`config.mk`:
```
export PLATFORM = sky130hd
export DESIGN_NAME = mem_tile_copy
export DESIGN_NICKNAME = d
export VERILOG_FILES = /design/src/rtl/mem_tile_copy.sv
export SDC_FILE = /design/constraint.sdc
export NUM_CORES = 1
export LEC_CHECK = 0
export CAP_MARGIN = 20
export CORE_MARGIN = 3
export CORE_UTILIZATION = 37
export CTS_BUF_LIST = sky130_fd_sc_hd__clkbuf_8
export DETAILED_ROUTE_END_ITERATION = 7
export GPL_TIMING_DRIVEN = 0
export PLACE_DENSITY = 0.67
export SLEW_MARGIN = 10
export SYNTH_ARGS = -nofsm -noshare
export SYNTH_HDL_FRONTEND = slang
export SYNTH_SLANG_ARGS = --single-unit
```
`constraint.sdc`:
```
create_clock -name clock -period 7.1 [get_ports clock]
set_input_delay 1.775 -clock clock [delete_from_list [all_inputs] [get_ports clock]]
set_output_delay 1.775 -clock clock [all_outputs]
set_load 0.01 [all_outputs]
```
`src/rtl/mem_tile_copy.sv`:
```
// Tile-copy engine for the single-port 32-bit Memory block.
// Copies a rows x cols sub-matrix from a source tile to a destination tile,
// each with its own row stride, in row-major order. Each element takes three
// cycles: present the read address, wait for the memory latency, write.
// Addresses come from a per-tile row pointer plus a column offset, so no
// multiplier is needed. All address arithmetic wraps modulo 2^AW.
module mem_tile_copy #(
    parameter int unsigned AW   = 16,
    parameter int unsigned DW   = 32,
    parameter int unsigned DIMW = 8
) (
    input  logic            clock,
    input  logic            reset_n,
    input  logic            start,
    input  logic [AW-1:0]   src_base,
    input  logic [AW-1:0]   dst_base,
    input  logic [AW-1:0]   src_stride,
    input  logic [AW-1:0]   dst_stride,
    input  logic [DIMW-1:0] rows,
    input  logic [DIMW-1:0] cols,
    output logic            busy,
    output logic            done,
    output logic [AW-1:0]   mem_address,
    output logic [DW-1:0]   mem_data,
    output logic            mem_wren,
    input  logic [DW-1:0]   mem_q
);

    typedef enum logic [2:0] {
        S_IDLE,
        S_RD,
        S_LAT,
        S_WR,
        S_FIN
    } state_t;

    state_t          state_q;

    // Copy parameters captured when a request is accepted
    logic [AW-1:0]   src_stride_q;
    logic [AW-1:0]   dst_stride_q;
    logic [DIMW-1:0] rows_q;
    logic [DIMW-1:0] cols_q;

    // Element position and row pointers (address of element (row_q, 0))
    logic [DIMW-1:0] row_q;
    logic [DIMW-1:0] col_q;
    logic [AW-1:0]   src_row_q;
    logic [AW-1:0]   dst_row_q;

    // Registered outputs
    logic            busy_q;
    logic            done_q;
    logic [AW-1:0]   addr_q;
    logic [DW-1:0]   data_q;
    logic            wren_q;

    // Position after the current element has been written
    logic [DIMW-1:0] row_d;
    logic [DIMW-1:0] col_d;
    logic [AW-1:0]   src_row_d;
    logic [AW-1:0]   dst_row_d;
    logic            last_col;
    logic            last_row;
    logic            last_elem;
    logic [AW-1:0]   dst_addr_cur;
    logic [AW-1:0]   src_addr_next;

    // Next element position and addresses derived from the current position
    always_comb begin
        last_col      = (col_q == DIMW'(cols_q - DIMW'(1)));
        last_row      = (row_q == DIMW'(rows_q - DIMW'(1)));
        last_elem     = last_col && last_row;
        col_d         = last_col ? '0 : DIMW'(col_q + DIMW'(1));
        row_d         = last_col ? DIMW'(row_q + DIMW'(1)) : row_q;
        src_row_d     = last_col ? AW'(src_row_q + src_stride_q) : src_row_q;
        dst_row_d     = last_col ? AW'(dst_row_q + dst_stride_q) : dst_row_q;
        dst_addr_cur  = AW'(dst_row_q + AW'(col_q));
        src_addr_next = AW'(src_row_d + AW'(col_d));
    end

    // Copy sequencer: state, position counters and registered memory-port outputs
    always_ff @(posedge clock or negedge reset_n) begin
        if (!reset_n) begin
            state_q      <= S_IDLE;
            src_stride_q <= '0;
            dst_stride_q <= '0;
            rows_q       <= '0;
            cols_q       <= '0;
            row_q        <= '0;
            col_q        <= '0;
            src_row_q    <= '0;
            dst_row_q    <= '0;
            busy_q       <= 1'b0;
            done_q       <= 1'b0;
            addr_q       <= '0;
            data_q       <= '0;
            wren_q       <= 1'b0;
        end else begin
            case (state_q)
                S_IDLE: begin
                    wren_q <= 1'b0;
                    addr_q <= '0;
                    done_q <= 1'b0;
                    busy_q <= 1'b0;
                    if (start) begin
                        src_stride_q <= src_stride;
                        dst_stride_q <= dst_stride;
                        rows_q       <= rows;
                        cols_q       <= cols;
                        row_q        <= '0;
                        col_q        <= '0;
                        src_row_q    <= src_base;
                        dst_row_q    <= dst_base;
                        if ((rows == '0) || (cols == '0)) begin
                            state_q <= S_FIN;
                            done_q  <= 1'b1;
                        end else begin
                            state_q <= S_RD;
                            busy_q  <= 1'b1;
                            addr_q  <= src_base;
                        end
                    end
                end
                S_RD: begin
                    state_q <= S_LAT;
                end
                S_LAT: begin
                    // mem_q now reflects the read address presented in RD
                    state_q <= S_WR;
                    addr_q  <= dst_addr_cur;
                    data_q  <= mem_q;
                    wren_q  <= 1'b1;
                end
                S_WR: begin
                    wren_q    <= 1'b0;
                    row_q     <= row_d;
                    col_q     <= col_d;
                    src_row_q <= src_row_d;
                    dst_row_q <= dst_row_d;
                    if (last_elem) begin
                        state_q <= S_FIN;
                        busy_q  <= 1'b0;
                        done_q  <= 1'b1;
                        addr_q  <= '0;
                    end else begin
                        state_q <= S_RD;
                        addr_q  <= src_addr_next;
                    end
                end
                S_FIN: begin
                    state_q <= S_IDLE;
                    done_q  <= 1'b0;
                end
                default: begin
                    state_q <= S_IDLE;
                    busy_q  <= 1'b0;
                    done_q  <= 1'b0;
                    wren_q  <= 1'b0;
                    addr_q  <= '0;
                end
            endcase
        end
    end

    assign busy        = busy_q;
    assign done        = done_q;
    assign mem_address = addr_q;
    assign mem_data    = data_q;
    assign mem_wren    = wren_q;

endmodule

```
==> results of run 1 <==
-- layout make-up --
cell class / instances / area, um2 / share of cell area
Sequential cell: 150 / 3750 / 0.320
Buffer: 44 / 180 / 0.0154
Clock inverter: 9 / 101 / 0.00865
Timing Repair Buffer: 167 / 1690 / 0.144
Multi-Input combinational cell: 775 / 5170 / 0.441
Inverter: 32 / 120 / 0.0102
Tap cell: 324 / 405 / 0.0346
Clock buffer: 22 / 303 / 0.0258
-- metrics by stage --
step	utilization	instance area (um2)	instances	hold slack, ns	total power, uW
global placement	0.462	11300	1490	0.458	4580
finish	0.481	11700	1523	0.476	5360
detailed placement	0.464	11300	1492	0.461	4650
floorplan	-	9220	1001	0.479	3650
CTS	0.481	11700	1523	0.481	5350
global route	0.481	11700	1523	0.503	5810
-- logic make-up (layout without fill, tap and decap cells) --
group | Yosys count | in the layout | synth area share
fa+ha+maj | 53 | 53 | 0.0749
simple gates | 375 | 375 | 0.187
mux | 55 | 55 | 0.0657
xor+xnor | 70 | 70 | 0.0680
buf+inv | 76 | 274 | 0.0326
flops | 150 | 150 | 0.407
compound gates | 222 | 222 | 0.165
-- final timing paths --
path	start	endpoint	slack, ns	cells after the start
max	cols_q[0]$_DFFE_PN0P_	mem_address[15]$_DFFE_PN0N_	1.57	20
max reg2reg	cols_q[0]$_DFFE_PN0P_	mem_address[15]$_DFFE_PN0N_	1.57	20
max in group asynchronous	reset_n	mem_data[29]$_DFFE_PN0P_	5.04	2
min	mem_data[9]$_DFFE_PN0P_	mem_data[9]$_DFFE_PN0P_	0.48	2
min reg2reg	mem_data[9]$_DFFE_PN0P_	mem_data[9]$_DFFE_PN0P_	0.48	2
min in group asynchronous	reset_n	rows_q[7]$_DFFE_PN0P_	1.25	1
-- synth_stat cells, drive strengths merged, types with 6 or more instances --
| library cell | count |
|---|---|
| or3 | 10 |
| a211oi | 12 |
| a22oi | 19 |
| dfrtp | 150 |
| o211ai | 9 |
| nand4 | 8 |
| nor3 | 24 |
| mux2 | 44 |
| buf | 10 |
| clkbuf | 34 |
| xor2 | 26 |
| or4 | 9 |
| inv | 32 |
| o21a | 7 |
| o31ai | 12 |
| a222oi | 9 |
| ha | 48 |
| a31oi | 11 |
| nand3 | 30 |
| xnor2 | 43 |
| mux2i | 11 |
| and2 | 10 |
| a21o | 12 |
| nand2 | 177 |
| a22o | 6 |
| o21ai | 53 |
| and3 | 11 |
| nand2b | 6 |
| a21oi | 41 |
| nor3b | 6 |
| nor2 | 66 |
-- cells in the final DEF, fill, tap and decap left out, types with 7 or more instances in the layout --
cell type	netlist	layout
a222oi_1	9	9
xor2_1	26	26
dfrtp_1	150	150
nand3_1	30	30
clkdlybuf4s50_1	0	164
and3_1	11	11
a211oi_1	12	12
nand4_1	8	8
a21oi_1	41	41
a22oi_1	19	19
nor2_1	66	66
o211ai_1	9	9
inv_1	32	34
clkbuf_8	0	22
ha_1	48	48
o21a_1	7	7
o31ai_1	12	12
a31oi_1	11	11
and2_1	10	10
nand2_1	177	177
or4_1	9	9
clkbuf_1	34	34
mux2_2	44	44
xnor2_1	43	43
a21o_1	11	11
o21ai_0	52	52
or3_1	10	10
nor3_1	23	23
mux2i_1	11	11
-- registers in the layout (all words and copies together), names as in the netlist, 16 cells and up --
name,flops
src_row_q,16
dst_row_q,16
dst_stride_q,16
mem_data,32
src_stride_q,16
mem_address,16
-- metal layers --
layer / track usage / vias to the layer above / share of wire
met3: 0.0315 / 41 / 0.057
met5: 0 / - / 0
met1: 0.287 / 3890 / 0.46
li1: - / 3956 / -
met2: 0.315 / 250 / 0.46
met4: 0.0646 / 0 / 0.022
-- power by group through the flow --
stage / clock (uW) / combinational [uW] / sequential [uW]
after detailed placement: 0 / 3040 / 1600
after CTS: 698 / 3070 / 1590
after floorplan: 0 / 2090 / 1570
after global routing: 734 / 3430 / 1650
after global placement: 0 / 2990 / 1590
final: 685 / 3080 / 1600
-- critical path: cells and delay by family (launching register included) --
kind | cells | cell delay (ns)
simple gates | 4 | 1.25
compound gates | 7 | 1.52
fa+ha+maj | 3 | 0.73
mux | 1 | 0.30
flops | 1 | 0.46
buf+inv | 5 | 1.15
==> results.py, run 1 <==
metrics = {
    "global_route": {
        "antenna_found_initial": 0,
        "grt_pass1_vias": 7791,
        "gr-total-overflow": 0,
        "grt_pass1_wl_mm": 42.1,
        "grt_max_degree": 77,
        "track_usage": 0.202,
    },
    "power_and_ir_drop": {
        "power_frac_comb": 0.574,
        "p_sw_uw": 2340,
        "switching_share": 0.437,
        "p_leak_uw": 0.00509,
        "seqPwrFrac": 0.298,
        "pwr_density_cell_mw_per_mm2": 457,
        "p_int_uw": 3010,
        "clkPwrFrac": 0.128,
        "ir_worst_vdd_mv": 0.147,
    },
    "worst_setup_path": {
        "cp.required_ns": 7.46,
        "cp_max_fo": 10,
        "worstSetupEndpointType": "flop",
        "cpPeakStageDelay_ns": 0.49,
        "arrival_ns": 5.89,
        "critical_path_class": "reg2reg",
        "startpoint_type": "flop",
        "worstPathCellList": "inv_1, ha_1, nor3b_1, a221oi_1, o21bai_2, a21o_4, buf_6, buf_2, clkbuf_1, o21ai_0, ha_1, a21o_1, maj3_1, nand3_1, mux2i_1, o2111ai_1, and3_1, clkbuf_1, or4_1, a31o_1",
        "slowest_stage": "or4_1",
    },
    "detailed_routing": {
        "viasPerCell": 5.34,
        "avgRoutedWirePerCell_um": 17.7,
        "first_pass_iters": 6,
        "num_vias": 8137,
        "route.detailed.drc": 0,
        "routed_wl_mm": 27.0,
        "first_iter_violations": 612,
        "antenna_left": 0,
    },
    "run": {
        "drv_cap": 0,
    },
    "final_layout": {
        "num_antenna_cells": 0,
        "fill_cells": 2306,
        "layout.nets": 1354,
        "syn_to_final_growth_pct": 27.1,
        "drive_gt1_frac": 0.0776,
    },
    "clock_network": {
        "postCtsHoldBufs": 0,
        "cts_sinks": 150,
        "cts_inserted_buffers": 17,
        "clk_latency_ns": 0.47,
        "clkTransAtPathRegs_ns": 0.08,
        "clockRootBuffer": "clkbuf_8",
        "cts_setup_buffers": 0,
        "htreeDepth": 4,
        "cts_resized": 0,
        "clockBufferDepth": 2,
        "cts_tree": "built",
    },
    "yosys": {
        "netlist_area_mm2": 0.00922,
        "yosysWarnings": 0,
        "synth_edf_count": 0,
        "yosys.area.top_type": "dfrtp_1",
        "ys_async_sr_fraction": 1.00,
        "synth-seq-cells": 150,
        "synth.net_count": 1168,
        "syn_area_per_cell_um2": 9.21,
        "synth_top_area_share": 0.407,
        "synthCells": 1001,
        "yosysSeqAreaShare": 0.407,
        "synth_cell_type_count": 73,
        "ys.flop_type": "dfrtp_1",
        "ys_top_cells_by_area": "dfrtp_1, nand2_1, ha_1",
    },
    "sta": {
        "rsz0062_at_grt": "no",
        "maxClockFrequency_mhz": 181,
        "relSlewSlack": 0.362,
        "finalCritPeriodShare": 0.779,
        "worst_pin_slew_ns": 0.955,
        "finalClockSkew_ns": 0.0161,
        "period_minus_slack_ns": 5.53,
        "tns_ns": 0,
        "setup_viol_count_final": 0,
        "fin_ws_ns": 1.57,
        "hold_violations": 0,
        "slew_violations": 0,
    },
    "placed_design": {
        "numPortBuffers": 165,
        "dp_slack_ns": 1.68,
        "place_hpwl_mm": 20.5,
        "place_congestion": 0.953,
    },
    "floorplan": {
        "die_area_mm2": 0.0269,
        "die_y_um": 164,
        "rows": 57,
        "die_w_um": 164,
        "initial_core_util": 0.378,
        "io_pins": 166,
        "core_area_mm2": 0.0244,
    },
    "hold_path": {
        "hold_class": "reg2reg",
    },
    "outcome": {
        "status": "complete, no violations",
    },
}
No activity file was read; power rests on OpenSTA's default activity.
==> run 2, diff against run 1 <==
Clock period 7.1 ns to 5.2 ns, I/O delays scaled along.
==> run 2 against run 1 <==
  * Hold slack is essentially flat
  * Global-route usage shrank 0.075 points
  * Combinational power grew 37%
  * Critical path type unchanged
  * Sequential power grew 36%
  * Wire length shrank 0.37%
==> results.py, run 2 (synthesis results as in run 1) <==
metrics = {
    "clock_network": {
        "clkTransAtPathRegs_ns": 0.08,
        "clk_latency_ns": 0.47,
        "postCtsHoldBufs": 0,
        "cts_tree": "built",
        "htreeDepth": 4,
        "clockRootBuffer": "clkbuf_8",
        "cts_setup_buffers": 0,
        "cts_sinks": 150,
        "cts_inserted_buffers": 17,
        "clockBufferDepth": 2,
    },
    "global_route": {
        "gr-total-overflow": 0,
        "grt_pass1_vias": 7770,
        "track_usage": 0.201,
        "antenna_found_initial": 0,
        "grt_max_degree": 77,
        "grt_pass1_wl_mm": 42.0,
    },
    "run": {
        "drv_cap": 0,
    },
    "floorplan": {
        "initial_core_util": 0.378,
        "die_w_um": 164,
        "die_area_mm2": 0.0269,
        "io_pins": 166,
        "core_area_mm2": 0.0244,
        "die_y_um": 164,
        "rows": 57,
    },
    "detailed_routing": {
        "route.detailed.drc": 0,
        "viasPerCell": 5.35,
        "first_iter_violations": 693,
        "avgRoutedWirePerCell_um": 17.7,
        "first_pass_iters": 5,
        "num_vias": 8141,
        "routed_wl_mm": 26.9,
        "antenna_left": 0,
    },
    "power_and_ir_drop": {
        "pwr_density_cell_mw_per_mm2": 625,
        "p_int_uw": 4120,
        "p_leak_uw": 0.00509,
        "seqPwrFrac": 0.298,
        "clkPwrFrac": 0.128,
        "p_sw_uw": 3200,
        "power.total_uw": 7320,
        "power_frac_comb": 0.575,
        "ir_worst_vdd_mv": 0.200,
        "switching_share": 0.438,
    },
    "final_layout": {
        "syn_to_final_growth_pct": 27.1,
        "drive_gt1_frac": 0.0785,
        "layout.nets": 1352,
        "num_antenna_cells": 0,
        "final_common_cell": "nand2_1",
        "largest_reg_flops": 32,
        "final_cell_mix": "nand2_1, clkdlybuf4s50_1, dfrtp_1, nor2_1, o21ai_0",
        "multi_input_area_mm2": 0.00517,
        "regArea_mm2": 0.00375,
        "fill_cells": 2306,
    },
    "sta": {
        "slew_violations": 0,
        "setup_viol_count_final": 0,
        "fin_ws_ns": 0.328,
        "hold_violations": 0,
        "worst_pin_slew_ns": 0.990,
        "finalCritPeriodShare": 0.937,
        "relSlewSlack": 0.338,
        "maxClockFrequency_mhz": 205,
        "holdWs_ns": 0.476,
        "tns_ns": 0,
        "period_minus_slack_ns": 4.87,
        "rsz0062_at_grt": "no",
        "finalClockSkew_ns": 0.0154,
    },
    "worst_setup_path": {
        "rrSetupSlack_ns": 0.33,
        "cp.depth": 21,
        "r2r_cells": 21,
        "startpoint_type": "flop",
        "worstSetupEndpointType": "flop",
        "crit_buf_inv": 3,
        "cp_top_family": "compound AO/OA/AOI/OAI gates",
        "cpPeakStageDelay_ns": 0.51,
        "critical_path_class": "reg2reg",
        "slowest_stage": "o22ai_1",
        "endpoint": "mem_address[8]$_DFFE_PN0N_",
        "crit_start": "cols_q[0]$_DFFE_PN0P_",
        "cp_max_fo": 19,
        "arrival_ns": 5.19,
        "timing.critical_path.mode_cell": "nand2_1",
        "cp.required_ns": 5.52,
        "worstPathCellList": "inv_1, ha_1, xnor2_1, a211oi_1, o2111ai_2, a21o_4, buf_6, buf_2, nand2_1, nand2_1, ha_1, fa_1, nand2_1, nand2_1, o21ai_0, nor2_1, a211oi_1, a221oi_2, o22ai_1, xnor2_1, o221ai_1",
        "timing.rr.start": "cols_q[0]$_DFFE_PN0P_",
        "reg2reg_to": "mem_address[8]$_DFFE_PN0N_",
    },
    "outcome": {
        "status": "complete, no violations",
    },
    "placed_design": {
        "place_congestion": 0.953,
        "numPortBuffers": 165,
        "place_hpwl_mm": 20.5,
        "dp_slack_ns": -0.224,
    },
    "hold_path": {
        "hold_start": "mem_data[9]$_DFFE_PN0P_",
        "hold_class": "reg2reg",
    },
}
run 2: cell count changes in the layout (fill, tap and decap cells not counted), sizes merged:
cell,before,now
clkbuf,56,54
run 2: cell type report:
type / instances / share of cell area
Multi-Input combinational cell: 775 / 0.441
Sequential cell: 150 / 0.320
Timing Repair Buffer: 167 / 0.144
Tap cell: 324 / 0.0346
Clock buffer: 22 / 0.0258
Buffer: 42 / 0.0147
Inverter: 32 / 0.0103
Clock inverter: 9 / 0.00865
run 2: worst min path at each step:
stage                                          end  slack (ns)  cells after the start
final                      mem_data[9]$_DFFE_PN0P_        0.48                      2
after detailed placement   mem_data[9]$_DFFE_PN0P_        0.46                      2
after global routing      mem_data[17]$_DFFE_PN0P_        0.50                      2
after floorplan           dst_row_q[2]$_DFFE_PN0P_        0.48                      2
after CTS                  mem_data[9]$_DFFE_PN0P_        0.48                      2
after global placement     mem_data[9]$_DFFE_PN0P_        0.46                      2
run 2: power groups by stage:
stage	combinational (uW)	sequential (uW)	clock [uW]
after floorplan	2850	2140	0
after global placement	4080	2180	0
after detailed placement	4160	2190	0
after CTS	4190	2170	953
after global routing	4680	2250	1000
final	4210	2180	934
run 2: repair_timing:
| action | in CTS | in global routing |
|---|---|---|
| hold endpoints to repair | 0 | 0 |
| pin swaps | 0 | 0 |
| gates cloned | 0 | 0 |
| endpoints found under the setup margin | 7 | 7 |
| gates resized for setup | 0 | 2 |
run 2: worst min-delay path, stage by stage, from the launching register on:
cell and delay [ns]:
dfrtp_1 0.34, nand2_1 0.05, nand2_1 0.06
run 2: per-layer routing:
layer / up-vias / GRT usage / routed length, um
li1: 3973 / - / -
met3: 38 / 0.0315 / 1400
met1: 3903 / 0.286 / 12500
met2: 227 / 0.314 / 12400
met5: - / 0 / 0
met4: 0 / 0.0646 / 579
run 2: per-stage QoR:
| step | instances | area (um2) | util |
|---|---|---|---|
| after floorplan | 1001 | 9220 | - |
| after detailed placement | 1492 | 11300 | 0.464 |
| after CTS | 1522 | 11700 | 0.480 |
| after global placement | 1490 | 11300 | 0.462 |
| final | 1521 | 11700 | 0.480 |
| after global routing | 1521 | 11700 | 0.480 |
